==> config.mk <==
export PLATFORM = sky130hd
export DESIGN_NAME = n64adv2_vout_timing_mon
export DESIGN_NICKNAME = d
export VERILOG_FILES = /design/src/rtl/n64adv2_vout_timing_mon_pkg.sv /design/src/rtl/n64adv2_vout_timing_mon_crc16.sv /design/src/rtl/n64adv2_vout_timing_mon.sv
export SDC_FILE = /design/constraint.sdc
export NUM_CORES = 1
export LEC_CHECK = 0
export BUFFER_PORTS_ARGS = -buffer_cell sky130_fd_sc_hd__buf_4
export CAP_MARGIN = 0
export CORE_ASPECT_RATIO = 0.9
export CORE_MARGIN = 2
export CORE_UTILIZATION = 45
export CTS_CLUSTER_SIZE = 16
export DETAILED_ROUTE_END_ITERATION = 7
export PLACE_DENSITY = 0.66
export SLEW_MARGIN = 20
export SYNTH_ARGS = -nofsm -noshare
export SYNTH_HDL_FRONTEND = slang
export SYNTH_HIERARCHICAL = 1
export SYNTH_SLANG_ARGS = --single-unit
export TNS_END_PERCENT = 100
==> constraint.sdc <==
create_clock -name HDMI_CLK_w -period 5.7 [get_ports HDMI_CLK_w]
set_input_delay 0.285 -clock HDMI_CLK_w [delete_from_list [all_inputs] [get_ports HDMI_CLK_w]]
set_output_delay 0.285 -clock HDMI_CLK_w [all_outputs]
set_load 0.1 [all_outputs]
==> src/rtl/n64adv2_vout_timing_mon_pkg.sv <==
// Shared constants for the video output timing monitor: FSM state codes, err bit indices, CRC-16 setup.
package n64adv2_vout_timing_mon_pkg;

   localparam logic [0:0] ST_WAIT_VS = 1'b0;
   localparam logic [0:0] ST_MEASURE = 1'b1;

   localparam int ERR_OVF = 0;
   localparam int ERR_DE  = 1;

   localparam logic [15:0] CRC_POLY = 16'h1021;
   localparam logic [15:0] CRC_INIT = 16'hFFFF;

endpackage

==> src/rtl/n64adv2_vout_timing_mon_crc16.sv <==
// One parallel CRC-16-CCITT step over a full pixel word, MSB first.
module n64adv2_vout_crc16
   import n64adv2_vout_timing_mon_pkg::*;
#(
   parameter int DATA_W = 24
) (
   input  logic [15:0]       crc_i,
   input  logic [DATA_W-1:0] data_i,
   output logic [15:0]       crc_o
);

   logic [15:0] c;
   logic        fb;

   always_comb begin
      c  = crc_i;
      fb = 1'b0;
      for (int i = DATA_W-1; i >= 0; i--) begin
         fb = c[15] ^ data_i[i];
         c  = {c[14:0], 1'b0} ^ (fb ? CRC_POLY : 16'h0000);
      end
      crc_o = c;
   end

endmodule

==> src/rtl/n64adv2_vout_timing_mon.sv <==
// ADV7513 output stream monitor: line/frame geometry, stability, change and error flags.
// Optional per-frame CRC of active pixels with VOUT_MON_CRC_EN defined.
module n64adv2_vout_timing_mon
   import n64adv2_vout_timing_mon_pkg::*;
#(
   parameter int color_width_o = 8,
   parameter int H_CNT_W       = 12,
   parameter int V_CNT_W       = 11,
   parameter int STABLE_FRAMES = 4
) (
   input  logic                       HDMI_CLK_w,
   input  logic                       HDMI_nRST_w,
   input  logic                       VSYNC_i,
   input  logic                       HSYNC_i,
   input  logic                       DE_i,
   input  logic [3*color_width_o-1:0] VD_i,
   input  logic                       vs_pol_i,
   input  logic                       hs_pol_i,
   output logic [H_CNT_W-1:0]         h_total_o,
   output logic [H_CNT_W-1:0]         h_active_o,
   output logic [H_CNT_W-1:0]         h_sync_o,
   output logic [V_CNT_W-1:0]         v_total_o,
   output logic [V_CNT_W-1:0]         v_active_o,
   output logic                       timing_valid_o,
   output logic                       timing_change_o,
   output logic                       frame_done_o,
   output logic [1:0]                 err_o,
   output logic [15:0]                frame_crc_o
);

   localparam int VD_W = 3*color_width_o;
   localparam int SC_W = $clog2(STABLE_FRAMES+1);
   localparam logic [H_CNT_W-1:0] H_MAX  = '1;
   localparam logic [V_CNT_W-1:0] V_MAX  = '1;
   localparam logic [SC_W-1:0]    SC_MAX = SC_W'(STABLE_FRAMES);

   logic [0:0] state;
   logic vs_a, hs_a, de_a, vs_d, hs_d, de_d;
   logic vs_le, hs_le, hs_te, de_le, de_te, meas, close;
   logic [H_CNT_W-1:0] h_cnt, hs_w, de_cnt, h_tot_l, h_sync_l, de_run_l, de_ref;
   logic [H_CNT_W-1:0] h_tot_n, h_sync_n, h_act_n;
   logic [V_CNT_W-1:0] v_cnt, v_act, v_cnt_n, v_act_n;
   logic line_de, ref_vld, de_err, ovf_any, same;
   logic h_ovf, hs_ovf, de_ovf, v_ovf, va_ovf;
   logic [1:0] err_acc, err_n;
   logic [SC_W-1:0] stable_cnt, stable_n;

   // Polarity is folded in at the input register so only active levels reach the edge detectors.
   always_ff @(posedge HDMI_CLK_w or negedge HDMI_nRST_w)
      if (!HDMI_nRST_w) begin
         {vs_a, hs_a, de_a, vs_d, hs_d, de_d} <= '0;
      end else begin
         vs_a <= ~(VSYNC_i ^ vs_pol_i);
         hs_a <= ~(HSYNC_i ^ hs_pol_i);
         de_a <= DE_i;
         vs_d <= vs_a;
         hs_d <= hs_a;
         de_d <= de_a;
      end

   assign vs_le = vs_a & ~vs_d;
   assign hs_le = hs_a & ~hs_d;
   assign hs_te = ~hs_a & hs_d;
   assign de_le = de_a & ~de_d;
   assign de_te = ~de_a & de_d;
   assign meas  = (state == ST_MEASURE);
   assign close = meas & vs_le;

   always_ff @(posedge HDMI_CLK_w or negedge HDMI_nRST_w)
      if (!HDMI_nRST_w)   state <= ST_WAIT_VS;
      else if (vs_le)     state <= ST_MEASURE;

   assign h_ovf  = ~hs_le & (h_cnt == H_MAX);
   assign hs_ovf = ~hs_le & hs_a & (hs_w == H_MAX);
   assign de_ovf = ~de_le & de_a & (de_cnt == H_MAX);
   assign v_ovf  = hs_le & (v_cnt == V_MAX);
   assign va_ovf = hs_le & line_de & (v_act == V_MAX);

   // Line-level counters run continuously; only frame accumulators are gated by the FSM.
   always_ff @(posedge HDMI_CLK_w or negedge HDMI_nRST_w)
      if (!HDMI_nRST_w) begin
         h_cnt    <= '0;
         hs_w     <= '0;
         de_cnt   <= '0;
         h_tot_l  <= '0;
         h_sync_l <= '0;
         de_run_l <= '0;
         line_de  <= 1'b0;
      end else begin
         if (hs_le)       h_cnt <= H_CNT_W'(1);
         else if (!h_ovf) h_cnt <= h_cnt + H_CNT_W'(1);
         if (hs_le)                  hs_w <= H_CNT_W'(1);
         else if (hs_a && !hs_ovf)   hs_w <= hs_w + H_CNT_W'(1);
         if (de_le)                  de_cnt <= H_CNT_W'(1);
         else if (de_a && !de_ovf)   de_cnt <= de_cnt + H_CNT_W'(1);
         h_tot_l  <= h_tot_n;
         h_sync_l <= h_sync_n;
         de_run_l <= h_act_n;
         line_de  <= hs_le ? de_a : (line_de | de_a);
      end

   // "_n" values fold in this cycle's events so a coincident HS edge lands in the closing frame.
   assign h_tot_n  = hs_le ? h_cnt  : h_tot_l;
   assign h_sync_n = hs_te ? hs_w   : h_sync_l;
   assign h_act_n  = de_te ? de_cnt : de_run_l;
   assign v_cnt_n  = (hs_le & ~v_ovf) ? v_cnt + V_CNT_W'(1) : v_cnt;
   assign v_act_n  = (hs_le & line_de & ~va_ovf) ? v_act + V_CNT_W'(1) : v_act;
   assign de_err   = de_te & ref_vld & (de_cnt != de_ref);
   assign ovf_any  = h_ovf | hs_ovf | de_ovf | v_ovf | va_ovf;

   always_comb begin
      err_n          = err_acc;
      err_n[ERR_OVF] = err_acc[ERR_OVF] | ovf_any;
      err_n[ERR_DE]  = err_acc[ERR_DE]  | de_err;
   end

   always_ff @(posedge HDMI_CLK_w or negedge HDMI_nRST_w)
      if (!HDMI_nRST_w) begin
         v_cnt   <= '0;
         v_act   <= '0;
         err_acc <= '0;
         ref_vld <= 1'b0;
         de_ref  <= '0;
      end else if (!meas || close) begin
         v_cnt   <= '0;
         v_act   <= '0;
         err_acc <= '0;
         ref_vld <= 1'b0;
         de_ref  <= '0;
      end else begin
         v_cnt   <= v_cnt_n;
         v_act   <= v_act_n;
         err_acc <= err_n;
         if (de_te && !ref_vld) begin
            ref_vld <= 1'b1;
            de_ref  <= de_cnt;
         end
      end

   // Any error blocks equality, so an overflowed frame can never count toward stability.
   assign same = (h_tot_n == h_total_o) && (h_act_n == h_active_o) && (h_sync_n == h_sync_o) &&
                 (v_cnt_n == v_total_o) && (v_act_n == v_active_o) && (err_n == 2'b00);
   assign stable_n = !same ? '0 : (stable_cnt == SC_MAX) ? SC_MAX : stable_cnt + SC_W'(1);

   always_ff @(posedge HDMI_CLK_w or negedge HDMI_nRST_w)
      if (!HDMI_nRST_w) begin
         h_total_o       <= '0;
         h_active_o      <= '0;
         h_sync_o        <= '0;
         v_total_o       <= '0;
         v_active_o      <= '0;
         err_o           <= '0;
         stable_cnt      <= '0;
         timing_valid_o  <= 1'b0;
         timing_change_o <= 1'b0;
         frame_done_o    <= 1'b0;
      end else begin
         frame_done_o    <= close;
         timing_change_o <= close & ~same;
         if (close) begin
            h_total_o      <= h_tot_n;
            h_active_o     <= h_act_n;
            h_sync_o       <= h_sync_n;
            v_total_o      <= v_cnt_n;
            v_active_o     <= v_act_n;
            err_o          <= err_n;
            stable_cnt     <= stable_n;
            timing_valid_o <= (stable_n == SC_MAX);
         end
      end

`ifdef VOUT_MON_CRC_EN
   logic [VD_W-1:0] vd_r;
   logic [15:0]     crc_acc, crc_step, crc_n;

   n64adv2_vout_crc16 #(.DATA_W(VD_W)) u_crc (
      .crc_i  (crc_acc),
      .data_i (vd_r),
      .crc_o  (crc_step)
   );

   assign crc_n = (meas & de_a) ? crc_step : crc_acc;

   always_ff @(posedge HDMI_CLK_w or negedge HDMI_nRST_w)
      if (!HDMI_nRST_w) begin
         vd_r        <= '0;
         crc_acc     <= CRC_INIT;
         frame_crc_o <= '0;
      end else begin
         vd_r <= VD_i;
         if (close) begin
            frame_crc_o <= crc_n;
            crc_acc     <= CRC_INIT;
         end else if (!meas) begin
            crc_acc <= CRC_INIT;
         end else begin
            crc_acc <= crc_n;
         end
      end
`else
   logic unused_vd;
   assign unused_vd   = ^VD_i;
   assign frame_crc_o = 16'h0000;
`endif

endmodule

==> reports/results.tsv, run 1 <==
metric	value	unit
number of flops mapped to enable cells by yosys	0	
gr usage total	0.220	
dpl cells	1359	
H-tree Lvls	4	
DR vias/cell	5.41	
CTS tree	yes	
Mapped Cells	1061	
detailed-route via count	7551	
WL/cell	17.2	µm
ANT nets after route	0	
Final Critical Period	3730	ps
unrepaired setup endpoints after global routing	no	
ys flop type	dfrtp_1	
Fin Setup TNS	0	ps
post-synthesis sequential area ratio	0.475	
VDD IR-drop max	0.288	mV
Post-CTS Setup Inserts	0	
critical path class	reg2reg	
row count	50	
biggest fanout along the worst timing path	22	
proportion of layout cells with a drive suffix above 1	0.117	
mux share of post-synthesis cell area	0.0322	
Worst-Skew Late Latency	440	ps
Pwr Density	388	nW/µm²
Initial DRC Count	690	
total CTS buffers	17	
DP HPWL	16600	µm
DRT Pass-1 Iters	6	
Initial Utilization	0.461	
Core Area	20900	µm²
I/O Buffers	69	
# Max-Cap Violations	0	
CTS Buffer Depth	2	
gpl congestion	0.893	
Die Y	143	µm
Setup violations, final	0	
Compound-Gate Fraction of Synth Area	0.123	
Static Leakage	0.00524	µW
Mean Syn Cell Area	9.09	µm²
worst slew pin tran	1080	ps
Slew HR	0.283	
Fmax	268	MHz
I/O pin total	110	
Gates resized, CTS repair	0	
main combinational cell family by area after synthesis	simple AND/OR/NAND/NOR gates	
first-pass GRT wire length	38200	µm
grt ovf	0	
YS warnings	6	
Tcrit/Tclk final	0.654	
count of cell types in the netlist	73	
Worst Setup Start Kind	register	
Die X	158	µm
HP Class	in2reg	
Hold Buf Count CTS	2	
Worst-path clk slew	70	ps
status	finished clean	
endpoints failing hold	0	
ys async rst share	1.00	
largest net degree at the start of global routing	124	
Util after Layout	0.523	
routed wire length	23900	µm
vias in the first global route	7041	
mapped cell area	9640	µm²
Area growth syn-to-layout	13.4	%
Adder-Cell Fraction of Synth Area	0.00908	
commonest non-fill, non-tap cell in the layout	nand2_1	
Synth Register Bits	183	
Residual DRC	0	
final net count	1135	
Slew Limit Fails	0	
Post-Synth Simple-Gate Area	0.220	
die area	22600	µm²
CP required	6030	ps
initial antenna violation count	0	
fill count	1954	
critical path data arrival time	4060	ps
Layout Cells excl Fill	1395	
Area after DPL	10200	µm²
endpoint type of the worst setup path	register	
Synth Area in XOR/XNOR	0.0836	
WHS	19.8	ps
clk sinks	183	
Root Buffer	clkbuf_16	
post-route cell area	10900	µm²
clk_skew	9.98	ps
ANT cells	0	
commonest non-fill, non-tap cells in the layout	185 x nand2_1, 183 x dfrtp_1, 95 x o21ai_0	
## worst max-delay path, cell delays in order, from the launching register on
cell,delay (ps)
dfrtp_1,790
nand2b_1,910
mux2i_1,280
a221oi_1,360
nand4_1,120
nor3_1,370
nor4b_2,290
nand4_2,230
o21a_1,250
## per-stage QoR
step,total power [µW],setup WS (ps)
floorplan,2650,2810
global placement,2990,2080
detailed placement,3000,2040
CTS,4260,2010
global route,4450,1620
finish,4240,1970
## per-layer routing
layer  share of wire  up-vias  global-route usage
li1                -     3664                   -
met1            0.48     3596               0.328
met2            0.44      265               0.324
met3           0.065       26              0.0425
met4           0.016        0              0.0645
met5               0        -                   0
## cell type report
| class | instances | area [µm²] | area share |
|---|---|---|---|
| flip-flops and latches | 183 | 4580 | 0.419 |
| multi-input cells | 773 | 4570 | 0.418 |
| repair buffers | 80 | 647 | 0.0592 |
| clock buffers | 17 | 425 | 0.0389 |
| well taps | 286 | 358 | 0.0327 |
| clock inverters | 14 | 190 | 0.0174 |
| inverters | 42 | 158 | 0.0144 |
## flip-flops by register name (all words and copies together) (netlist names), 12 cells and up
name and flops:
de_cnt 12, de_ref 12, de_run_l 12, h_active_o 12, h_cnt 12, h_sync_l 12, h_sync_o 12, h_tot_l 12
h_total_o 12, hs_w 12
## cells by family after synthesis
| group | count (synthesis) |
|---|---|
| buffers and inverters | 120 |
| XOR/XNOR | 92 |
| AO/OA/AOI/OAI | 198 |
| multiplexers | 28 |
| other | 1 |
| flip-flops | 183 |
| AND/OR/NAND/NOR | 432 |
| adder cells (fa/ha/maj) | 7 |
## final timing paths
| path | startpoint | end | slack [ps] | cells after the start |
|---|---|---|---|---|
| max | hs_d | timing_change_o | 1970 | 8 |
| min | vs_pol_i | vs_a | 20 | 2 |
| max reg2reg | hs_d | timing_change_o | 1970 | 8 |
| min reg2reg | vs_a | vs_d | 390 | 0 |
| max in group asynchronous | HDMI_nRST_w | v_act[1] | 3800 | 4 |
| min in group asynchronous | HDMI_nRST_w | timing_valid_o | 370 | 2 |
## Yosys cell counts, types with 3 or more instances
| cell | number | area, µm² |
|---|---|---|
| nand2_1 | 185 | 694 |
| dfrtp_1 | 183 | 4580 |
| o21ai_0 | 95 | 475 |
| nor2_1 | 71 | 267 |
| xor2_1 | 48 | 420 |
| xnor2_1 | 44 | 385 |
| a21oi_1 | 43 | 215 |
| clkbuf_1 | 42 | 158 |
| inv_1 | 41 | 154 |
| nand3_1 | 36 | 180 |
| mux2i_1 | 24 | 240 |
| nand4_1 | 23 | 144 |
| nand2b_1 | 22 | 138 |
| buf_4 | 16 | 120 |
| nor2b_1 | 15 | 93.8 |
| nor4_1 | 14 | 87.6 |
| buf_2 | 12 | 60.1 |
| nor3_1 | 12 | 60.1 |
| or3_1 | 10 | 62.6 |
| and3_1 | 8 | 50.1 |
| ha_1 | 7 | 87.6 |
| nor3b_1 | 7 | 52.6 |
| and4_1 | 6 | 52.6 |
| nand3b_1 | 5 | 37.5 |
| o2111ai_1 | 5 | 43.8 |
| o21ai_1 | 5 | 25.0 |
| a221oi_1 | 4 | 35.0 |
| a22oi_1 | 4 | 30.0 |
| a31oi_1 | 4 | 25.0 |
| buf_1 | 4 | 15.0 |
| a32oi_1 | 3 | 26.3 |
| a41oi_1 | 3 | 26.3 |
| buf_6 | 3 | 33.8 |
| o211ai_1 | 3 | 22.5 |
| o221ai_1 | 3 | 26.3 |
| o22ai_1 | 3 | 18.8 |
| or2_2 | 3 | 18.8 |
## power breakdown
part / total [µW] / switching [µW] / leakage (µW) / internal [µW]
combinational: 1340 / 958 / 0.00246 / 380
sequential: 1660 / 217 / 0.00248 / 1440
clock: 1250 / 544 / 0.000298 / 703
Note: power is estimated with default switching activity, not from simulation.
==> inputs of run 2 (changes only) <==
- ABC_AREA: default -> 1
- clock period: 5.7 -> 3.45 ns (I/O delays scaled with it)
==> reports/results.tsv, run 2 <==
metric	value	unit	change
routed wire length	20400	µm	was 23900 µm
DR vias/cell	4.97		was 5.41
commonest non-fill, non-tap cell in the layout	nand2_1		unchanged
Tcrit/Tclk final	0.818		was 0.654
Area growth syn-to-layout	13.4	%	about the same
CTS tree	yes		unchanged
final net count	1327		was 1135
Synth area leaders	dfrtp_1 49%, nand2_1 16%, inv_1 5.8%		was dfrtp_1 47%, nand2_1 7.2%, o21ai_0 4.9%
number of flops mapped to enable cells by yosys	0		unchanged
Die X	157	µm	was 158 µm
Static Leakage	0.00536	µW	was 0.00524 µW
ys flop type	dfrtp_1		unchanged
worst slew pin tran	787	ps	was 1080 ps
gr usage total	0.194		was 0.220
clk sinks	183		unchanged
post-synthesis sequential area ratio	0.486		was 0.475
dominant cell by count in the synthesized netlist	nand2_1		unchanged
YS warnings	6		unchanged
largest net degree at the start of global routing	90		was 124
Final Critical Period	2820	ps	was 3730 ps
vias in the first global route	7162		was 7041
mapped cell area	9420	µm²	was 9640 µm²
CP Cell Sequence	inv_2, nor2_2, nand2_1, nand2_2, nand2_1, nand2_1, nand2_1, nor2_1, nand2_1, nor2_1, nand3_1, nor2_1, nand3_1, nor2_4, nand3_1, o21ai_2		was nand2b_1, mux2i_1, a221oi_1, nand4_1, nor3_1, nor4b_2, nand4_2, o21a_1
Slew Limit Fails	0		unchanged
VDD IR-drop max	0.703	mV	was 0.288 mV
Synth Register Bits	183		unchanged
Root Buffer	clkbuf_16		unchanged
gpl congestion	0.860		was 0.893
Gates resized, CTS repair	0		unchanged
Pwr Density	617	nW/µm²	was 388 nW/µm²
Area after DPL	10100	µm²	was 10200 µm²
# Max-Cap Violations	0		unchanged
Core Area	20600	µm²	was 20900 µm²
CP required	3820	ps	was 6030 ps
ANT nets after route	0		unchanged
Residual DRC	0		unchanged
critical path's top delay family	simple AND/OR/NAND/NOR gates		unchanged
Initial Utilization	0.456		was 0.461
DRT Pass-1 Iters	6		unchanged
commonest non-fill, non-tap cells in the layout	410 x nand2_1, 183 x dfrtp_1, 146 x inv_1		was 185 x nand2_1, 183 x dfrtp_1, 95 x o21ai_0
clk_skew	10.3	ps	was 9.98 ps
Initial DRC Count	527		was 690
Crit path top cell by count	nand2_1		
Fin Setup TNS	0	ps	unchanged
initial antenna violation count	0		unchanged
total CTS buffers	17		unchanged
fill count	1954		unchanged
Slew HR	0.475		was 0.283
first-pass GRT wire length	34100	µm	was 38200 µm
post-route cell area	10700	µm²	was 10900 µm²
Worst Path Buf+Inv	1		was 0
ys async rst share	1.00		unchanged
count of cell types in the netlist	48		was 73
Layout Cells excl Fill	1562		was 1395
endpoints failing hold	0		unchanged
detailed-route via count	7765		was 7551
status	finished clean		unchanged
post-synth top area share	0.486		was 0.475
dpl cells	1524		was 1359
Mean Syn Cell Area	7.72	µm²	was 9.09 µm²
Setup violations, final	0		unchanged
I/O Buffers	69		unchanged
row count	50		unchanged
I/O pin total	110		unchanged
HP Class	in2async		was in2reg
Fmax	354	MHz	was 268 MHz
Worst Setup Start Kind	register		unchanged
grt ovf	0		unchanged
WL/cell	13.0	µm	was 17.2 µm
Mapped Cells	1221		was 1061
Commonest cells post-synth	410 x nand2_1, 183 x dfrtp_1, 146 x inv_1		was 185 x nand2_1, 183 x dfrtp_1, 95 x o21ai_0
endpoint type of the worst setup path	register		unchanged
unrepaired setup endpoints after global routing	no		unchanged
biggest fanout along the worst timing path	11		was 22
Worst-path clk slew	70	ps	about the same
Critical Path Slowest Stage Cell	dfrtp_1		was nand2b_1
CTS Buffer Depth	2		unchanged
H-tree Lvls	4		unchanged
Util after Layout	0.518		was 0.523
proportion of layout cells with a drive suffix above 1	0.118		was 0.117
die area	22100	µm²	was 22600 µm²
Die Y	141	µm	was 143 µm
DP HPWL	14200	µm	was 16600 µm
Yosys top cell by area	dfrtp_1		unchanged
CP peak stage delay	700	ps	was 910 ps
Worst-Skew Late Latency	440	ps	about the same
critical path class	reg2reg		unchanged
critical path data arrival time	3190	ps	was 4060 ps
ANT cells	0		unchanged
run 2: changes by cell type in the layout (fill, tap and decap cells not counted), moves of 15 or more:
cell	before	now
a21oi_1	43	19
inv_1	41	146
mux2i_1	24	0
nand2_1	185	410
nand2_2	0	15
nand2b_1	22	0
nand3_1	36	91
nor2_1	71	89
xnor2_1	44	6
xor2_1	48	6
run 2: repair_timing:
action	4_1_cts	5_1_grt
endpoints found under the hold margin	90	0
buffers inserted	0	0
setup endpoints to repair	0	0
hold buffers	6	0
run 2: through the flow:
step / power (µW) / hold slack [ps] / setup slack [ps]
6_report: 6590 / 355 / 627
5_1_grt: 6970 / 375 / 302
4_1_cts: 6650 / 367 / 585
3_5_place_dp: 4810 / 286 / 604
3_3_place_gp: 4780 / 283 / 642
2_1_floorplan: 4330 / -123 / 1380
run 2: kinds of logic after synthesis:
group	count (synthesis)	synth area share
XOR/XNOR	12	0.0112
other	1	0.000398
AND/OR/NAND/NOR	674	0.315
flip-flops	183	0.486
buffers and inverters	201	0.0946
adder cells (fa/ha/maj)	7	0.00930
AO/OA/AOI/OAI	143	0.0839
run 2: power by group:
| group | total, µW | switching (µW) | internal, µW |
|---|---|---|---|
| Sequential | 2620 | 214 | 2400 |
| Combinational | 2150 | 1630 | 513 |
| Clock | 1830 | 876 | 950 |
run 2: metal layers:
metal  up-vias  GRT usage  wire [µm]
met3        24     0.0321        753
met5         -          0          0
met4         0     0.0802        354
met2       112      0.306       9350
li1       3996          -          -
met1      3633      0.267       9900
run 2: worst paths after layout:
kind / start / endpoint / slack (ps) / cells past startpoint
worst min-delay path: HDMI_nRST_w / h_sync_l[4] / 350 / 2
min in group HDMI_CLK_w: vs_a / vs_d / 380 / 0
worst max register to register: hs_d / stable_cnt[1] / 630 / 16
worst max-delay path: hs_d / stable_cnt[1] / 630 / 16
worst min register to register: vs_a / vs_d / 380 / 0
max in group asynchronous: HDMI_nRST_w / v_total_o[9] / 2220 / 3
run 2: layout make-up:
cell class | count | area (µm²) | share of cell area
clock buffers | 20 | 447 | 0.0418
inverters | 154 | 586 | 0.0548
clock inverters | 12 | 92.6 | 0.00867
flip-flops and latches | 183 | 4580 | 0.429
repair buffers | 81 | 642 | 0.0601
multi-input cells | 852 | 4010 | 0.376
well taps | 260 | 325 | 0.0304
